`src/rtl/pipe_stage_skid.sv`:
```
// Pipeline stage register with valid/ready handshake, flush and stall.
// SKID=1 adds a second entry so in_ready comes straight from a flop.
module pipe_stage_skid #(
  parameter int unsigned       DATA_W  = 64,
  parameter int unsigned       SKID    = 0,
  parameter logic [DATA_W-1:0] RST_VAL = '0,
  parameter int unsigned       CNT_W   = 16
) (
  input  logic              clk,
  input  logic              rst,
  input  logic              flush,
  input  logic              stall,
  input  logic              in_valid,
  output logic              in_ready,
  input  logic [DATA_W-1:0] in_data,
  output logic              out_valid,
  input  logic              out_ready,
  output logic [DATA_W-1:0] out_data,
  output logic [1:0]        occupancy,
  output logic [CNT_W-1:0]  bp_cnt
);

  logic              m_valid_q, m_valid_d;
  logic [DATA_W-1:0] m_data_q, m_data_d;
  logic              s_valid_q, s_valid_d;
  logic [DATA_W-1:0] s_data_q, s_data_d;
  logic [CNT_W-1:0]  bp_q, bp_d;
  logic              in_fire, out_fire, bp_inc;

  assign out_valid = m_valid_q & ~stall;
  assign out_data  = m_data_q;
  assign out_fire  = out_valid & out_ready;
  assign in_ready  = (SKID != 0) ? ~s_valid_q
                   : (~m_valid_q | (out_ready & ~stall));
  assign in_fire   = in_valid & in_ready;
  assign occupancy = {1'b0, m_valid_q} + {1'b0, s_valid_q};
  assign bp_cnt    = bp_q;

  // Saturating: stop once all ones.
  assign bp_inc = m_valid_q & ~out_fire & ~(&bp_q);
  assign bp_d   = bp_q + {{(CNT_W-1){1'b0}}, bp_inc};

  always_comb begin
    m_valid_d = m_valid_q;
    m_data_d  = m_data_q;
    s_valid_d = s_valid_q;
    s_data_d  = s_data_q;
    if (SKID == 0) begin
      if (in_fire) begin
        m_valid_d = 1'b1;
        m_data_d  = in_data;
      end else if (out_fire) begin
        m_valid_d = 1'b0;
      end
    end else begin
      unique case (1'b1)
        out_fire & s_valid_q: begin
          m_data_d = s_data_q;
          if (in_fire) s_data_d = in_data;
          else         s_valid_d = 1'b0;
        end
        out_fire & ~s_valid_q: begin
          if (in_fire) m_data_d = in_data;
          else         m_valid_d = 1'b0;
        end
        ~out_fire & in_fire & ~m_valid_q: begin
          m_valid_d = 1'b1;
          m_data_d  = in_data;
        end
        ~out_fire & in_fire & m_valid_q: begin
          s_valid_d = 1'b1;
          s_data_d  = in_data;
        end
        default: ;
      endcase
    end
    if (flush) begin
      m_valid_d = 1'b0;
      s_valid_d = 1'b0;
      m_data_d  = RST_VAL;
      s_data_d  = RST_VAL;
    end
  end

  always_ff @(posedge clk) begin
    if (rst) begin
      m_valid_q <= 1'b0;
      s_valid_q <= 1'b0;
      m_data_q  <= RST_VAL;
      s_data_q  <= RST_VAL;
      bp_q      <= '0;
    end else begin
      m_valid_q <= m_valid_d;
      s_valid_q <= s_valid_d;
      m_data_q  <= m_data_d;
      s_data_q  <= s_data_d;
      bp_q      <= bp_d;
    end
  end

endmodule

```
`config.mk`:
```
export PLATFORM = sky130hd
export DESIGN_NAME = pipe_stage_skid
export DESIGN_NICKNAME = d
export VERILOG_FILES = /design/src/rtl/pipe_stage_skid.sv
export SDC_FILE = /design/constraint.sdc
export NUM_CORES = 1
export LEC_CHECK = 0
export CAP_MARGIN = 30
export CORE_UTILIZATION = 39
export DETAILED_ROUTE_END_ITERATION = 16
export PLACE_DENSITY_LB_ADDON = 0.05
export SYNTH_ARGS = -nofsm -noshare
export SYNTH_HDL_FRONTEND = slang
export SYNTH_SLANG_ARGS = --single-unit
export TNS_END_PERCENT = 100
```
`constraint.sdc`:
```
create_clock -name clk -period 2.4 [get_ports clk]
set_input_delay 0.6 -clock clk [delete_from_list [all_inputs] [get_ports clk]]
set_output_delay 0.6 -clock clk [all_outputs]
set_load 0.02 [all_outputs]
```
; Yosys cells after proc, flatten, opt, wreduce, memory -nomap -nowiden
; Index checks and enable logic that the tools add are counted.
[op_classes]
addsub = 1
multipliers = 0
n_div = 0
magnitude_cmp = 0
n_eq_ne = 0
n_shift = 0
n_mux = 2
bitwise_logic = 11
reduce_logical = 3
[op_table]
columns = cell, n
row1 = adder 16 x 1 -> 16 bit, 1
row2 = AND reduction 16 bit, 1
row3 = bitwise AND 1 bit, 6
row4 = inverter 1 bit, 4
row5 = two-way mux 1 bit, 2
row6 = nonzero test 2 bit, 1
row7 = OR reduction 2 bit, 1
row8 = OR 1 bit, 1
[totals]
ff_bits = 81
latchBits = 0
mem_bits_rw = 0
rom_bits = 0
input_bits = 70
out_inout_bits = 84
elab_cells = 20
n_memories = 0

; Depth between registers and ports, before layout
[depth]
ltp_word = 7
ltp_mapped = 10
ltp_nobuf = 10

; Worst setup path before layout
; No wires, ideal clock.
[synth_path]
path_type = input to register
start = input stall
end = register bp_q[13] (netlist: bp_cnt[13])
t_arrival_ns = 2.210
slack_ns = 0.120
cell_stages = 8
n_path_buf = 0
path_cell_list = nand2b_1 nand2_1 a41oi_1 ha_1 nand2_1 or3_4 or3_1 a21oi_1
[synth_via]
elab_chain_cells = 7
[synth_rtl]
columns = element, line
row1 = from (decl), 12  ; input logic stall,
row2 = inverter 1 bit, 30  ; assign out_valid = m_valid_q & ~stall;
row3 = bitwise AND 1 bit, 30
row4 = bitwise AND 1 bit, 32  ; assign out_fire = out_valid & out_ready;
row5 = inverter 1 bit, -
row6 = bitwise AND 1 bit (2 in series), 40  ; assign bp_inc = m_valid_q & ~out_fire & ~(&bp_q);
row7 = adder 16 x 1 -> 16 bit, 41  ; assign bp_d = bp_q + {{(CNT_W-1){1'b0}}, bp_inc};
row8 = to (signal assigned), 97  ; bp_q <= bp_d;
row9 = to (decl), 27  ; logic [CNT_W-1:0] bp_q, bp_d;
; Every way passes these cells.
; A chain may end at the register's enable or synchronous reset.

; Final worst setup path
[layout_path]
start = input out_ready
end = register bp_q[15] (netlist: bp_cnt[15])
[layout_via]
elab_chain_cells = 5
[layout_rtl]
columns = element, line
row1 = from (decl), 17  ; input logic out_ready,
row2 = bitwise AND 1 bit, 32
row3 = inverter 1 bit, -
row4 = bitwise AND 1 bit (2 in series), 40
row5 = adder 16 x 1 -> 16 bit, 41
; Every way passes these cells.

==> impl_metrics.py <==
metrics = {
    "synthesis": {
        "syn-mean-instance-area_sq_um": 8.03,
        "ys_top_cells_by_area": "dfxtp_1 54%, nand2_1 17%, a21oi_1 11%, xnor2_1 2.1%, clkbuf_1 1.8%",
        "synth_nets": 444,
        "synth_edf_count": 0,
        "ys_async_sr_fraction": 0,
        "synth.most_common_cell": "nand2_1",
        "netlist_instances": 371,
        "synth_ff_type": "dfxtp_1",
        "netlist.area_leader.share": 0.544,
        "synth_common_cells": "134 x nand2_1, 81 x dfxtp_1, 68 x a21oi_1, 14 x clkbuf_1, 12 x nor2_1",
        "yosys_warnings": 0,
        "synth_cell_types": 31,
        "synth_area_sq_um": 2980,
        "synth_top_area_cell": "dfxtp_1",
        "seq_area_frac_synth": 0.544,
        "ys_ff_latch": 81,
    },
    "clocking": {
        "cts_tree": "done",
        "cts_made_buffers": 9,
        "clk_latency_ns": 0.34,
        "cts_setup_buffers": 0,
        "clk_pin_slew_worst_paths_ns": 0.09,
        "cts_root_buf": "clkbuf_8",
        "postCtsHoldBufs": 0,
        "clockBufferDepth": 2,
        "cts.sinks": 81,
        "h-tree-depth": 3,
    },
    "grt": {
        "antenna_found_initial": 0,
        "grt.overflow.total": 0,
        "first_global_vias": 2682,
        "grt_max_degree": 52,
        "grtUsageTotal": 0.199,
        "grt_pass1_wl_um": 12200,
    },
    "placed_design": {
        "gp_congestion": 0.725,
        "portBuffers": 152,
        "dpl.hpwl_um": 5600,
        "placed_cell_area_sq_um": 4690,
    },
    "pwr": {
        "ir_drop_uv": 423,
        "p_leak_nw": 1.83,
        "power.density_nw_per_um2": 597,
    },
    "layout": {
        "syn2layout_area_growth_pct": 66.9,
        "layout.nets": 600,
        "fillers": 623,
        "post-route-util": 0.678,
        "finalInstanceArea_sq_um": 4970,
        "drive_gt1_frac": 0.0902,
        "diodes": 0,
    },
    "floorplan": {
        "die_w_um": 89.4,
        "fp.dieH_um": 89.4,
        "ios": 154,
        "coreArea_sq_um": 7330,
        "rows": 31,
        "die_area_sq_um": 8000,
        "start_util": 0.407,
    },
    "detailed_routing": {
        "remaining_drc_errors": 0,
        "routedWlPerCell_um": 12.7,
        "dr_total_vias": 2956,
        "first_iter_violations": 97,
        "wl_um": 8010,
        "routed_via_density": 4.68,
        "final_antenna_net_count": 0,
        "first_pass_iters": 4,
    },
    "worst_setup_path": {
        "cp_slowest_cell": "clkdlybuf4s50_1",
        "critPathBufInv": 1,
        "crit_fanout": 4,
        "crit_type": "input pin to register",
        "cp_data_arrival_time_ns": 2.58,
        "cpPeakStageDelay_ns": 0.45,
        "endpoint_kind": "register",
        "cp_cell_sequence": "clkdlybuf4s50_1, nand2b_4, nand2_1, a41oi_2, ha_2, nand2_2, or3_4, or3_1, a21oi_1",
        "cp-start-kind": "input pin",
        "path_delay_family": "simple AND/OR/NAND/NOR gates",
        "cp_data_required_time_ns": 2.68,
    },
    "timing": {
        "min_period_over_period": 0.959,
        "min_period_ns": 2.30,
        "clock_skew_ns": 0.0125,
        "setup_viol": 0,
        "drv_slew": 0,
        "hold_viol": 0,
        "tns_ns": 0,
        "fmax_mhz": 434,
    },
    "worst_hold_path": {
        "hp-class": "register to register",
    },
    "outcome": {
        "status": "finished, final reports clean",
    },
    "flow_run": {
        "drv_cap": 0,
    },
}
[metal layers]
layer / GRT usage / up-vias / wire length (um)
met3: 0.0711 / 13 / 687
li1: - / 1518 / -
met1: 0.239 / 1322 / 3430
met4: 0.0924 / 0 / 148
met5: 0 / - / 0
met2: 0.317 / 103 / 3750
[placed cells by master (no fill, tap or decap), types with 2 or more instances in the layout]
| cell | instances |
|---|---|
| nand2_1 | 133 |
| clkbuf_8 | 9 |
| nor2_1 | 12 |
| nor2b_1 | 3 |
| buf_12 | 2 |
| xor2_1 | 4 |
| nand3_1 | 6 |
| nand4_1 | 4 |
| clkinvlp_4 | 2 |
| a21oi_1 | 67 |
| dfxtp_1 | 81 |
| nor3_1 | 2 |
| bufinv_16 | 3 |
| xnor2_1 | 7 |
| buf_4 | 16 |
| or3_4 | 2 |
| nor4_1 | 3 |
| o21ai_0 | 3 |
| dlymetal6s2s_1 | 2 |
| ha_1 | 2 |
| clkdlybuf4s50_1 | 149 |
[report_power, final]
group | total (mW) | internal (mW) | leakage [nW] | switching, mW
registers | 1.40 | 1.38 | 0.658 | 0.0193
clock network | 1.19 | 0.691 | 0.115 | 0.495
logic | 0.383 | 0.208 | 1.06 | 0.176
total | 2.97 | 2.28 | 1.83 | 0.690
[stage by stage]
step                power, mW  setup WS (ns)  instances  hold WS (ns)
global route             3.10        -0.0143        631         0.474
finish                   2.97         0.0977        631         0.455
floorplan                1.59          0.120        371         0.527
detailed placement       1.81         -0.316        615         0.446
global placement         1.81         -0.221        615         0.441
CTS                      3.00         0.0416        631         0.457
[sequential cells by signal, indices dropped and copies added, names as in the netlist]
name / cells
bp_cnt: 16
out_data: 64
m_valid_q: 1
[worst min-delay path: cells and delay by family (launching register included)]
kind	cells	cell delay (ns)
flops	1	0.31
simple gates	1	0.05
compound gates	1	0.05
[timing repair]
item / in CTS / in global routing
endpoints found under the hold margin: 0 / 0
pin swaps: 0 / 2
resized for setup: 1 / 9
setup endpoints to repair: 1 / 9
[layout make-up]
type                    count  area, sq um  area share
repair buffers            170         1690       0.339
flip-flops and latches     81         1620       0.326
multi-input cells         264         1300       0.261
clock buffers               9          124      0.0249
well taps                  99          124      0.0249
clock inverters             7          119      0.0239
inverters                   1         3.75    0.000755
[path summary, 6_finish.rpt]
| check | start | to | slack (ns) | depth (start not counted) |
|---|---|---|---|---|
| hold reg to reg | out_data[13] | out_data[13] | 0.45 | 2 |
| hold / removal | out_data[13] | out_data[13] | 0.45 | 2 |
| setup reg to reg | bp_cnt[11] | bp_cnt[15] | 0.15 | 9 |
| setup / recovery | out_ready | bp_cnt[15] | 0.1 | 9 |
[kinds of logic (layout without fill, tap and decap cells)]
family	after synthesis	count (layout)	share of synthesized area
adder cells (fa/ha/maj)	3	3	0.0126
other	1	1	0.00126
buffers and inverters	26	187	0.0361
AND/OR/NAND/NOR	175	175	0.246
XOR/XNOR	11	11	0.0323
AO/OA/AOI/OAI	74	74	0.128
flip-flops	81	81	0.544
(Power assumes the default switching activity.)
